===== config.mk =====
export PLATFORM = sky130hd
export DESIGN_NAME = scheduler_acc_select
export DESIGN_NICKNAME = d
export VERILOG_FILES = /design/src/rtl/scheduler_acc_select.sv
export SDC_FILE = /design/constraint.sdc
export NUM_CORES = 1
export LEC_CHECK = 0
export ABC_AREA = 1
export ABC_CLOCK_PERIOD_IN_PS = 4300
export CORE_MARGIN = 2
export CORE_UTILIZATION = 46
export DETAILED_ROUTE_END_ITERATION = 10
export PLACE_DENSITY = 0.77
export SYNTH_ARGS = -nofsm -noshare
export SYNTH_HDL_FRONTEND = slang
export SYNTH_SLANG_ARGS = --single-unit

===== constraint.sdc =====
create_clock -name clk -period 4.3 [get_ports clk]
set_input_delay 0.43 -clock clk [delete_from_list [all_inputs] [get_ports clk]]
set_output_delay 0.43 -clock clk [all_outputs]
set_load 0.01 [all_outputs]

===== src/rtl/scheduler_acc_select.sv =====
// Accelerator scheduler: picks an accelerator instance per type, round-robin.
// Ports: req_* (type in), rsp_* (acc id/err out), cfg_* (info write), mem_a/mem_b (info memory).
module scheduler_acc_select #(
    parameter int MAX_ACC_TYPES = 16,
    parameter int ACC_TYPE_BITS = $clog2(MAX_ACC_TYPES)
) (
    input  logic                     clk,
    input  logic                     rst,
    input  logic                     req_valid,
    output logic                     req_ready,
    input  logic [ACC_TYPE_BITS-1:0] req_type,
    output logic                     rsp_valid,
    input  logic                     rsp_ready,
    output logic [7:0]               rsp_acc_id,
    output logic                     rsp_err,
    input  logic                     cfg_valid,
    output logic                     cfg_ready,
    input  logic [ACC_TYPE_BITS-1:0] cfg_type,
    input  logic [47:0]              cfg_data,
    output logic [ACC_TYPE_BITS-1:0] mem_a_addr,
    output logic                     mem_a_en,
    output logic [47:0]              mem_a_din,
    output logic [ACC_TYPE_BITS-1:0] mem_b_addr,
    output logic                     mem_b_en,
    input  logic [47:0]              mem_b_dout
);

    typedef enum logic [1:0] {
        IDLE = 2'd0,
        WAIT = 2'd1,
        RESP = 2'd2
    } state_t;

    state_t                   state;
    logic [ACC_TYPE_BITS-1:0] curType;
    logic [7:0]               rrPtr [MAX_ACC_TYPES];
    logic [7:0]               nextPtr;

    logic       cfgFire;
    logic       reqFire;
    logic [7:0] infoFirst;
    logic [7:0] infoCount;
    logic [7:0] curPtr;
    logic [7:0] idx;
    logic [8:0] idxInc;
    logic [7:0] wrapPtr;
    logic       unusedInfo;

    // Config writes win over requests while idle.
    assign cfg_ready = (state == IDLE);
    assign req_ready = (state == IDLE) && !cfg_valid;
    assign cfgFire   = cfg_valid && cfg_ready;
    assign reqFire   = req_valid && req_ready;

    assign mem_a_en   = cfgFire;
    assign mem_a_addr = cfg_type;
    assign mem_a_din  = cfg_data;
    assign mem_b_en   = reqFire;
    assign mem_b_addr = req_type;

    assign infoFirst  = mem_b_dout[7:0];
    assign infoCount  = mem_b_dout[15:8];
    assign unusedInfo = ^mem_b_dout[47:16];

    // A stale pointer (count shrank) restarts the rotation at instance 0.
    assign curPtr  = rrPtr[curType];
    assign idx     = (curPtr < infoCount) ? curPtr : 8'd0;
    assign idxInc  = {1'b0, idx} + 9'd1;
    assign wrapPtr = (idxInc == {1'b0, infoCount}) ? 8'd0 : idxInc[7:0];

    always_ff @(posedge clk or posedge rst) begin
        if (rst) begin
            state      <= IDLE;
            curType    <= '0;
            rsp_valid  <= 1'b0;
            rsp_err    <= 1'b0;
            rsp_acc_id <= 8'd0;
            nextPtr    <= 8'd0;
            for (int i = 0; i < MAX_ACC_TYPES; i++) begin
                rrPtr[i] <= 8'd0;
            end
        end else begin
            unique case (state)
                IDLE: begin
                    if (cfgFire) begin
                        rrPtr[cfg_type] <= 8'd0;
                    end else if (reqFire) begin
                        curType <= req_type;
                        state   <= WAIT;
                    end
                end
                WAIT: begin
                    state     <= RESP;
                    rsp_valid <= 1'b1;
                    if (infoCount == 8'd0) begin
                        rsp_acc_id <= 8'd0;
                        rsp_err    <= 1'b1;
                        nextPtr    <= curPtr;
                    end else begin
                        rsp_acc_id <= infoFirst + idx;
                        rsp_err    <= 1'b0;
                        nextPtr    <= wrapPtr;
                    end
                end
                RESP: begin
                    if (rsp_ready) begin
                        rsp_valid <= 1'b0;
                        state     <= IDLE;
                        // Pointer only moves once the consumer takes the id.
                        if (!rsp_err) begin
                            rrPtr[curType] <= nextPtr;
                        end
                    end
                end
                default: state <= IDLE;
            endcase
        end
    end

endmodule


# Word-level counts from Yosys, hierarchy flattened
# Index checks and enable logic that the tools add are counted.
[word_totals]
regBits = 152
[op_classes]
add_sub_neg = 2
magnitude_cmp = 5
eq_ne = 8
n_mux = 23
n_bitwise = 5
n_reduce_logical = 14
[op_table]
columns = ["operator", "count"]
rows = [
  ["128-bit two-way mux", 3],
  ["128-bit one-hot mux with 2 select lines", 1],
  ["128-bit AND", 1],
  ["128-bit bitwise mux", 1],
  ["128-bit inverter", 1],
  ["8-bit demux with 4-bit select", 2],
  ["8-bit two-way mux", 8],
  ["8-bit binary-select mux with 4-bit select", 1],
  ["5-bit greater-or-equal comparator (second input constant)", 2],
  ["5-bit by 1-bit less-than comparator with 1-bit output (second input constant)", 2],
  ["4-bit inverter with 5-bit output", 2],
  ["8-bit by 1-bit adder with 9-bit output (second input constant)", 1],
  ["9-bit by 8-bit equality test with 1-bit output", 1],
  ["8-bit adder", 1],
  ["8-bit logical NOT", 1],
  ["8-bit less-than comparator", 1],
  ["2-bit two-way mux", 3],
  ["2-bit != test (second input constant)", 3],
  ["2-bit one-hot mux with 3 select lines", 1],
  ["3-bit AND reduction", 2],
  ["1-bit logical AND", 5],
  ["2-bit by 1-bit != test with 1-bit output (second input constant)", 2],
  ["4-bit AND reduction", 1],
  ["2-bit nonzero test", 2],
  ["other kinds (8)", 9],
]

# Longest topological paths before layout
# Gate-level depths: netlist of the first run.
[logic_depth]
ltp_word = 10
mapped_depth = 27

# Worst setup path before layout of the first run
# OpenSTA, ideal clock, no wires.
[synth_path]
path_kind = "reg-to-reg"
from = "register curType[0]"
to = "register rsp_acc_id[6]"
setup_ns = 0.117
arrival_ns = 3.283
required_ns = 4.183
slack_ns = 0.900
path_stages_with_launch = 23
n_path_buf = 2
synth_period_minus_slack_ns = 3.400
cell_sequence = "dfrtp_1 -> buf_6 -> nand2_1 -> buf_2 -> o22ai_1 -> o21ai_0 -> nand4_1 -> ha_1 -> a21oi_1 -> o21a_1 -> nand3_1 -> nor2_1 -> inv_1 -> nand2_1 -> inv_1 -> ha_1 -> or2_2 -> nand4_1 -> nand3_1 -> nand2_1 -> nand2_1 -> nand2_1 -> nand2_1"
[synth_via]
elab_chain_cells = 8
[synth_lines]
columns = ["element", "line", "text"]
rows = [
  ["from (decl)", "35", "logic [ACC_TYPE_BITS-1:0] curType;"],
  ["from (signal assigned)", "88", "curType <= req_type;"],
  ["4-bit inverter with 5-bit output (implied by the code) *", "66", "assign curPtr = rrPtr[curType];"],
  ["8-bit binary-select mux with 4-bit select *", "66", ""],
  ["8-bit two-way mux (implied by the code) * (2 in series)", "66", ""],
  ["8-bit less-than comparator", "67", "assign idx = (curPtr < infoCount) ? curPtr : 8'd0;"],
  ["8-bit two-way mux *", "67", ""],
  ["8-bit adder *", "100", "rsp_acc_id <= infoFirst + idx;"],
  ["8-bit two-way mux *", "95", "if (infoCount == 8'd0) begin"],
  ["to (signal assigned)", "100", ""],
  ["to (decl)", "14", "output logic [7:0] rsp_acc_id,"],
]
# Every way passes the cells marked *; elsewhere a longest branch is shown, timed or not. The select of a mux whose other input is x is not followed.
# A chain may end at the register's enable or synchronous reset.

# Final worst setup path of the first run
[layout_path]
from = "register curType[1]"
to = "register rsp_acc_id[6]"
# The elaborated chain is that of the path after synthesis.

==> run metrics, run 1 <==
port bufs=50; area grow syn2layout=13.3%; CP Cell Sequence=buf_4 -> nand2_1 -> buf_4 -> o22ai_1 -> o21ai_0 -> nand4_1 -> ha_1 -> a21oi_1 -> nand2_1 -> nand2_4 -> nand3_1 -> nor2_1 -> inv_1 -> nand2_1 -> inv_1 -> ha_1 -> or2_2 -> nand4_1 -> nand3_1 -> nand2_1 -> nand2_1 -> nand2_1 -> nand2_1; Setup Fix Bufs, Post-CTS=0; Top FF cell, synth=dfrtp_1; Max Cap Violations=0; IR drop worst, VDD=0.301 mV; outcome=complete, no violations; unrepaired setup endpoints after global routing=false; Critical Path Source Type=register; FF+latch count, synth=152; Pins Over Slew Limit=0; GRT Total Usage=24.9%; Clk pin slew, worst setup/hold paths=0.06 ns; largest net degree at the start of global routing=153; Vias=7183; Tmin final=4.00 ns; clock latency on the worst-skew pair=0.43 ns; Initial Utilization=47.1%; initial antenna violation count=0; commonest cells after routing, fill and taps aside=inv_1 (185), o22ai_1 (184), dfrtp_1 (152); H-tree depth=4; reg2reg path depth=23; Routed wire per std cell=18.0 um; syn avg cell area=8.17 um^2; Levels on crit path=23; Leakage=4.25 nW; routability cong.=0.905; die height=137 um; Top cell by count, worst path=nand2_1; DRT Wirelength=22600 um; Die ar.=0.0188 mm^2; Least-Margin Pin Slew=0.854 ns; r2r setup slk=0.30 ns; register area share after synthesis=46.6%; cells after synthesis=999; post-route ant nets=0; setup tns final=0 ns; first-pass GRT wire length=35400 um; hold path depth=2; WP buf/inv=4; site row count=48; DR iter-0 viols=1011; Worst Hold Class=register to register; synth warn=0; IO Count=179; number of cells upsized or downsized after cts=0; ANT cells=0; Die X-Extent=137 um; Post-synth EDFFs=0; Final Hold Fails=0; final setup fails=0; leading cell type in the layout, fill and taps excluded=inv_1; WP data arrival=4.32 ns; core area=0.0174 mm^2; DRT Pass-1 Iters=7; pre-CTS setup slack=0.395 ns; CP Capture Type=register; CP Class=register to register; Final Skew=0.0146 ns; number of fill cells=1560; part of the cycle the worst path needs=93.1%; Critical Path RT=4.61 ns; Worst Path Max Fanout=12; Synth async-reset ratio=100%; crit-path max cell delay=0.50 ns; root buf cell=clkbuf_16; hold_buf cts=0; Finished Core Util=53.3%; CP top delay family=simple AND/OR/NAND/NOR gates; Num CTS Buffers=17; Synth cell types=38; dpl hpwl=15200 um; final net count=1137; vias per cell=5.73; worst setup margin=0.296 ns; headroom to the max-slew limit=43.1%; clock buffer depth=2; CTS tree=yes; Post-Syn Area=0.00817 mm^2; DRC Markers=0; slowest CP cell=dfrtp_1; GR Overflow Total=0; Achievable Freq=250 MHz; vias in the first global route=6936; clock sink count=152; Post-Syn Nets=1121; PD cells=551 mW/mm^2; fraction of layout cells with a size suffix above 1=9.34%
[area by class of cell]
class	instances	area [um^2]	area share (%)
Sequential cell	152	3800	41.1
Multi-Input combinational cell	562	3060	33.0
Timing Repair Buffer	84	793	8.57
Inverter	198	752	8.12
Clock buffer	19	453	4.89
Tap cell	225	282	3.04
Clock inverter	13	116	1.26
[sequential cells by signal, summed over array words and instances, names as in the netlist]
register and cells:
rsp_err 1, rrPtr 128, curType 4, rsp_acc_id 8, state 2, nextPtr 8
rsp_valid 1
[metrics by stage]
step,hold WS [ns],cells,cell area (um^2),power [mW]
final,0.479,1253,9260,5.10
after global routing,0.494,1253,9260,5.36
after CTS,0.482,1253,9250,5.07
after detailed placement,0.465,1221,8680,3.62
after global placement,0.467,1221,8680,3.58
after floorplan,0.484,999,8170,3.04
[tightest hold or removal path, cell delays in order (launching register included)]
cell and delay (ns):
dfrtp_1 0.34, nand2_1 0.05, nand2_1 0.06
[cells in the mapped netlist (2+ instances only)]
cell	n	share of area, %
inv_2	10	0.46
nor4_1	2	0.15
o21ai_1	14	0.86
inv_1	186	8.5
ha_1	13	2.0
nand2_4	2	0.28
o21ai_0	42	2.6
nand2_1	143	6.6
nor2_2	4	0.31
dfrtp_1	152	47
nand3_2	2	0.25
nand4_1	10	0.77
nor2_4	2	0.28
a22o_1	2	0.21
a22oi_1	8	0.74
clkinv_1	2	0.092
a21oi_1	24	1.5
o22ai_1	184	14
nand2_2	4	0.31
buf_2	12	0.74
nor2_1	51	2.3
xor2_1	2	0.21
nand3_1	40	2.5
clkbuf_1	17	0.78
buf_4	57	5.2
nand4_2	2	0.31
[power breakdown]
| part | switching (mW) | internal (mW) | leakage, nW |
|---|---|---|---|
| combinational | 1.15 | 0.611 | 1.92 |
| sequential | 0.139 | 1.75 | 2.06 |
| clock | 0.620 | 0.830 | 0.276 |
[routing by layer]
layer / vias up / GRT usage, % / share of wire (%)
li1: 3357 / - / -
met1: 3356 / 35.0 / 41
met2: 411 / 36.5 / 45
met3: 59 / 6.36 / 11
met4: 0 / 10.9 / 3.5
met5: - / 0 / 0
[final timing paths]
| check | startpoint | to |
|---|---|---|
| setup reg to reg | curType[1] | rsp_acc_id[6] |
| max in group asynchronous | rst | rrPtr[124] |
| hold reg to reg | rsp_acc_id[4] | rsp_acc_id[4] |
| setup / recovery | curType[1] | rsp_acc_id[6] |
| min in group asynchronous | rst | rrPtr[89] |
| hold / removal | rsp_acc_id[4] | rsp_acc_id[4] |
[kinds of logic after synthesis]
logic type,synth area share [%]
AOI/OAI and AO/OA,20.4
xor gates and xnor gates,0.322
buffers and inverters,16.0
and+or+nand+nor,14.7
adders and majority gates,1.99
DFF,46.6
(Power assumes the default switching activity.)
==> run 2: changes to the inputs <==
==> constraint.sdc (replaced) <==
create_clock -name clk -period 4.3 [get_ports clk]
set_input_delay 0.43 -clock clk [delete_from_list [all_inputs] [get_ports clk]]
set_output_delay 0.43 -clock clk [all_outputs]
set_load 0.02 [all_outputs]
==> results of run 2 <==
The final DEF is identical to that of run 1. Status: complete, no violations.
Main changes from that run: total power 5.10 mW -> 5.14 mW; worst IR drop on VDD 0.301 mV -> 0.302 mV
